**src/rtl/ifu_fetch_ctrl.sv**
```systemverilog
// ifu_fetch_ctrl: fetch-address generator with held AR channel, tag FIFO and jump flush.
// Revision: 1.0
`timescale 1ns/1ps
`default_nettype none

module ifu_fetch_ctrl #(
  parameter int              ADDR_W          = 32,
  parameter int              FETCH_BYTES     = 4,
  parameter int              MAX_OUTSTANDING = 4,
  parameter logic [ADDR_W-1:0] RESET_ADDR    = 32'h8000_0000
) (
  input  logic              clk,
  input  logic              rst_n,
  input  logic              jump_flag_i,
  input  logic [ADDR_W-1:0] jump_addr_i,
  input  logic              stall_pc_i,
  output logic              ar_valid_o,
  output logic [ADDR_W-1:0] ar_addr_o,
  input  logic              ar_ready_i,
  input  logic              r_valid_i,
  output logic              resp_valid_o,
  output logic [ADDR_W-1:0] resp_pc_o,
  output logic [ADDR_W-1:0] pc_o,
  output logic              pc_misaligned_o
);

  localparam int                PTR_W      = $clog2(MAX_OUTSTANDING);
  localparam int                CNT_W      = PTR_W + 1;
  localparam logic [ADDR_W-1:0] ALIGN_MASK = ~(ADDR_W'(FETCH_BYTES - 1));
  localparam logic [ADDR_W-1:0] FETCH_INC  = ADDR_W'(FETCH_BYTES);
  localparam logic [CNT_W-1:0]  FULL       = CNT_W'(MAX_OUTSTANDING);

  logic [ADDR_W-1:0] pc;
  logic [ADDR_W-1:0] redir_addr;
  logic              ar_hold;
  logic              redir_pend;
  logic              mis;

  logic [ADDR_W-1:0]          tag_pc [MAX_OUTSTANDING];
  logic [MAX_OUTSTANDING-1:0] tag_kill;
  logic [PTR_W-1:0]           wr_ptr;
  logic [PTR_W-1:0]           rd_ptr;
  logic [CNT_W-1:0]           count;

  logic              can_issue;
  logic              handshake;
  logic              pop;
  logic              push_kill;
  logic              defer_redirect;
  logic              load_target;
  logic [ADDR_W-1:0] target;

  always_comb begin
    can_issue    = !stall_pc_i && !mis && !redir_pend && (count < FULL);
    // Valid is gated by reset so the bus sees no request while the block is held in reset.
    ar_valid_o   = rst_n && (ar_hold || can_issue);
    ar_addr_o    = pc & ALIGN_MASK;
    handshake    = ar_valid_o && ar_ready_i;
    pop          = r_valid_i && (count != '0);
    resp_valid_o = pop && !tag_kill[rd_ptr] && !jump_flag_i;
    resp_pc_o    = tag_pc[rd_ptr];
    pc_o         = pc;
    pc_misaligned_o = mis;
    push_kill    = jump_flag_i || redir_pend;
    // A request already on the bus and not accepted must keep its address, so the target waits.
    defer_redirect = jump_flag_i && ar_valid_o && !ar_ready_i;
    load_target    = (jump_flag_i && !defer_redirect) || (handshake && redir_pend && !jump_flag_i);
    target         = jump_flag_i ? jump_addr_i : redir_addr;
  end

  always_ff @(posedge clk or negedge rst_n) begin
    if (!rst_n) begin
      pc         <= RESET_ADDR;
      redir_addr <= '0;
      ar_hold    <= 1'b0;
      redir_pend <= 1'b0;
      mis        <= 1'b0;
    end else begin
      ar_hold <= ar_valid_o && !ar_ready_i;
      if (defer_redirect) begin
        redir_pend <= 1'b1;
        redir_addr <= jump_addr_i;
      end else if (load_target) begin
        pc         <= target;
        mis        <= |target[1:0];
        redir_pend <= 1'b0;
      end else if (handshake) begin
        pc <= ar_addr_o + FETCH_INC;
      end
    end
  end

  always_ff @(posedge clk or negedge rst_n) begin
    if (!rst_n) begin
      wr_ptr   <= '0;
      rd_ptr   <= '0;
      count    <= '0;
      tag_kill <= '0;
    end else begin
      if (jump_flag_i) tag_kill <= '1;
      if (handshake) begin
        tag_kill[wr_ptr] <= push_kill;
        wr_ptr           <= wr_ptr + 1'b1;
      end
      if (pop) rd_ptr <= rd_ptr + 1'b1;
      count <= count + CNT_W'(handshake) - CNT_W'(pop);
    end
  end

  always_ff @(posedge clk) begin
    if (handshake) tag_pc[wr_ptr] <= pc;
  end

endmodule

`default_nettype wire

```
**config.mk**
```make
export PLATFORM = sky130hd
export DESIGN_NAME = ifu_fetch_ctrl
export DESIGN_NICKNAME = d
export VERILOG_FILES = /design/src/rtl/ifu_fetch_ctrl.sv
export SDC_FILE = /design/constraint.sdc
export NUM_CORES = 1
export LEC_CHECK = 0
export ABC_AREA = 0
export CAP_MARGIN = 5
export CORE_ASPECT_RATIO = 0.9
export CORE_MARGIN = 3
export CORE_UTILIZATION = 49
export CTS_BUF_LIST = sky130_fd_sc_hd__clkbuf_4
export CTS_CLUSTER_SIZE = 14
export DETAILED_ROUTE_END_ITERATION = 8
export MAX_ROUTING_LAYER = met4
export PLACE_DENSITY = 0.76
export SKIP_CTS_REPAIR_TIMING = 1
export SLEW_MARGIN = 20
export SYNTH_ARGS = -nofsm -noshare
export SYNTH_HDL_FRONTEND = slang
export SYNTH_SLANG_ARGS = --single-unit
```
**constraint.sdc**
```tcl
create_clock -name clk -period 2.84 [get_ports clk]
set_input_delay 0.852 -clock clk [delete_from_list [all_inputs] [get_ports clk]]
set_output_delay 0.852 -clock clk [all_outputs]
set_load 0.01 [all_outputs]
```
==> run metrics <==
result of the run=finished, violations left; failing checks=negative setup slack; post-route ant nets=0; CTS Sinks=206; GR Util All Layers=0.228; number of setup violations in the final report=33; critical path class=flip-flop to output port; drt total wl=22,600 microns; Core ar.=17,900 sq um; area of the mapped netlist=9090 sq um; proportion of layout cells with a drive suffix above 1=0.326; Most common cell on crit path=buf_6; final total negative setup slack=-5180 ps; final net count=860; Seq/Total Area, Yosys=0.638; number of antenna violations at the first check in global routing=1; Final Critical Period=3070 ps; buffers added on ports=134; routed vias=6,195; clock latency of the later-clocked register in the worst-skew pair=640 ps; CTS clock-pin slew for the worst setup and hold paths=60 ps; internal power of the cells=7.34 mW; critical-path maximum fanout=7; fillers=1,292; Finished Layout Cells=1,091; first-pass GRT wire length=34,600 microns; min setup slack post-route=-232 ps; Setup crit end kind=output port; largest area contributor in the synthesized netlist=edfxtp_1; remaining design rule violation count=0; average detailed-routed wire length per instance=20.7 microns; PwrDens=908 nW/um^2; fraction of the cycle the final worst path needs=1.08; number of warnings issued by yosys=0; Die Wd=150 microns; via count of the first global-routing pass=6,106; reported net switching power=3.39 mW; power share of the sequential group=0.423; Tightest Pin Transition=664 ps; Avg Vias per Cell=5.68; max capacitance violation total=0; power share of the combinational group=0.358; Multi-input gate area=2840 sq um; Clock Skews=24.6 ps; critical path startpoint category=flip-flop; clock network power share=0.219; RSZ-0062 raised after global routing=yes; data required time at the worst endpoint=1990 ps; drt initial violations=607; total count of hold-check failures in the final report=0; largest net degree at the start of global routing=52; arrival time of the worst setup path=2220 ps; Synth async-reset ratio=0.379; peak supply drop=0.000360 V; critical path's slowest cell=dfrtp_2; CTS buffer count=52; buffer depth of the longest clock path=3; DPL Wire Length=14,900 microns; number of unique standard cell types used by synthesis=67; area fraction of the dominant cell type after synthesis=0.423; placed instance count=969; cells after synthesis=608; number of levels the H-tree was split into=2; switching fraction of total power=0.316; Hold/Removal Path Class=primary input to asynchronous set/reset pin; IO Pins=137; critical path cell sequence=buf_6 > buf_12 > buf_6 > mux4_2 > buf_6; Mapped Avg Cell Area=14.9 sq um; count of state elements after synthesis=206; final hold slack=46.3 ps; initial core utilization=0.508; Total Power=10.7 mW; TritonCTS clock tree=built; cell types with the largest area share after synthesis=edfxtp_1 42%, dfrtp_1 21%, mux4_2 8.2%; Area Growth Syn to Fin=30.0%; area enclosed by the die boundary=20,200 sq um; gp weighted congestion=0.937; row count=46; ys flop type=edfxtp_1; Pre-Repair DR Iteration Count=5; worst-case setup slack after placement=-402 ps; stage delay of the slowest cell on the critical path=530 ps; leakage dissipation=4.50 nW; y dimension of the die=135 microns; total congestion overflow=0; worst slew slack as a fraction of its limit=0.557; Seq. cell area=5800 sq um; number of flops mapped to enable cells by yosys=128; Peak Freq=326 MHz; count of final max-slew check failures=0; clock root cell=clkbuf_4
## area by class of cell
type / count / area share
Antenna cell: 1 / 0.000212
Multi-Input combinational cell: 320 / 0.241
Tap cell: 240 / 0.0254
Sequential cell: 206 / 0.492
Clock inverter: 16 / 0.00583
Inverter: 18 / 0.00572
Timing Repair Buffer: 216 / 0.184
Clock buffer: 74 / 0.0470
## layer usage
metal	global-route usage	vias up	part of all wire
met4	0.0605	0	0.012
met3	0.0432	33	0.074
met1	0.340	3077	0.46
li1	-	2800	-
met5	-	-	0
met2	0.326	285	0.46
## critical path, delay by kind of cell, from the launching register on
| family | cells | cell delay [ps] |
|---|---|---|
| flip-flops | 1 | 530 |
| buffers and inverters | 4 | 530 |
| multiplexers | 1 | 530 |
## path summary, 6_finish.rpt
kind | startpoint | end | slack (ps) | depth (start not counted)
max | rd_ptr[0]$_DFFE_PN0P_ | resp_pc_o[7] | -230 | 5
min | rst_n | redir_addr[8]$_DFFE_PN0P_ | 50 | 1
max reg2reg | count[2]$_DFF_PN0_ | count[2]$_DFF_PN0_ | 380 | 10
min reg2reg | redir_addr[16]$_DFFE_PN0P_ | redir_addr[16]$_DFFE_PN0P_ | 500 | 1
max in group asynchronous | rst_n | rd_ptr[0]$_DFFE_PN0P_ | 1870 | 2
min in group clk | redir_addr[16]$_DFFE_PN0P_ | redir_addr[16]$_DFFE_PN0P_ | 500 | 1
## sequential cells by signal (all words and copies together) (netlist names)
signal and cells:
tag_pc 128, pc_o 32, redir_addr 32, tag_kill 4, count 3, rd_ptr 2, wr_ptr 2, ar_hold 1
pc_misaligned_o 1, redir_pend 1
## cell usage in the layout, fill, tap and decap left out, types with 7 or more instances in the layout
| cell type | Yosys | layout |
|---|---|---|
| clkinv_1 | 0 | 14 |
| inv_1 | 18 | 18 |
| dfrtp_1 | 77 | 71 |
| mux2i_1 | 7 | 7 |
| buf_12 | 0 | 12 |
| o21ai_0 | 27 | 27 |
| nand2_1 | 25 | 25 |
| edfxtp_1 | 128 | 128 |
| clkbuf_2 | 0 | 14 |
| o22ai_1 | 7 | 7 |
| mux2_2 | 32 | 32 |
| a21oi_1 | 25 | 25 |
| buf_6 | 1 | 36 |
| buf_4 | 33 | 48 |
| a211o_1 | 7 | 7 |
| ha_1 | 7 | 7 |
| a22oi_1 | 8 | 8 |
| clkdlybuf4s50_1 | 0 | 100 |
| clkbuf_4 | 0 | 74 |
| nor2_1 | 14 | 13 |
| nand3_1 | 12 | 12 |
| nor3_1 | 8 | 7 |
| mux4_2 | 33 | 33 |
## kinds of logic (layout without fill, tap and decap cells)
family / Yosys count / after routing / synth area share
simple gates: 102 / 102 / 0.0671
flops: 206 / 206 / 0.638
buf+inv: 83 / 324 / 0.0504
other cells: 1 / 3 / 0.000413
compound gates: 130 / 130 / 0.0971
xor+xnor: 5 / 5 / 0.00482
fa+ha+maj: 8 / 8 / 0.0118
mux: 73 / 73 / 0.130
## cell usage after synthesis (5+ instances only)
cell,number
o22ai_1,7
mux4_2,33
a21oi_1,25
buf_4,33
nor3_1,8
nand4_1,6
o21ai_0,27
mux2i_1,7
nor2b_1,6
clkbuf_1,17
nor2_1,14
nand2_1,25
a31oi_1,5
inv_1,18
a22oi_1,8
a211o_1,7
and2_1,6
ha_1,7
dfrtp_1,77
mux2_2,32
buf_2,12
edfxtp_1,128
nand3_1,12
a22o_1,5
## power groups by stage
stage	sequential, mW	clock, mW	combinational, mW
3_5_place_dp	4.56	0	3.29
2_1_floorplan	4.36	0	1.86
5_1_grt	4.62	2.61	4.13
3_3_place_gp	4.50	0	3.23
4_1_cts	4.50	2.40	3.31
6_report	4.54	2.35	3.84
## metrics by stage
stage / utilization / instance area, sq um
2_1_floorplan: - / 9090
3_3_place_gp: 0.604 / 10800
3_5_place_dp: 0.604 / 10800
4_1_cts: 0.639 / 11400
5_1_grt: 0.660 / 11800
6_report: 0.660 / 11800
Power figures use the tool's default switching activity.
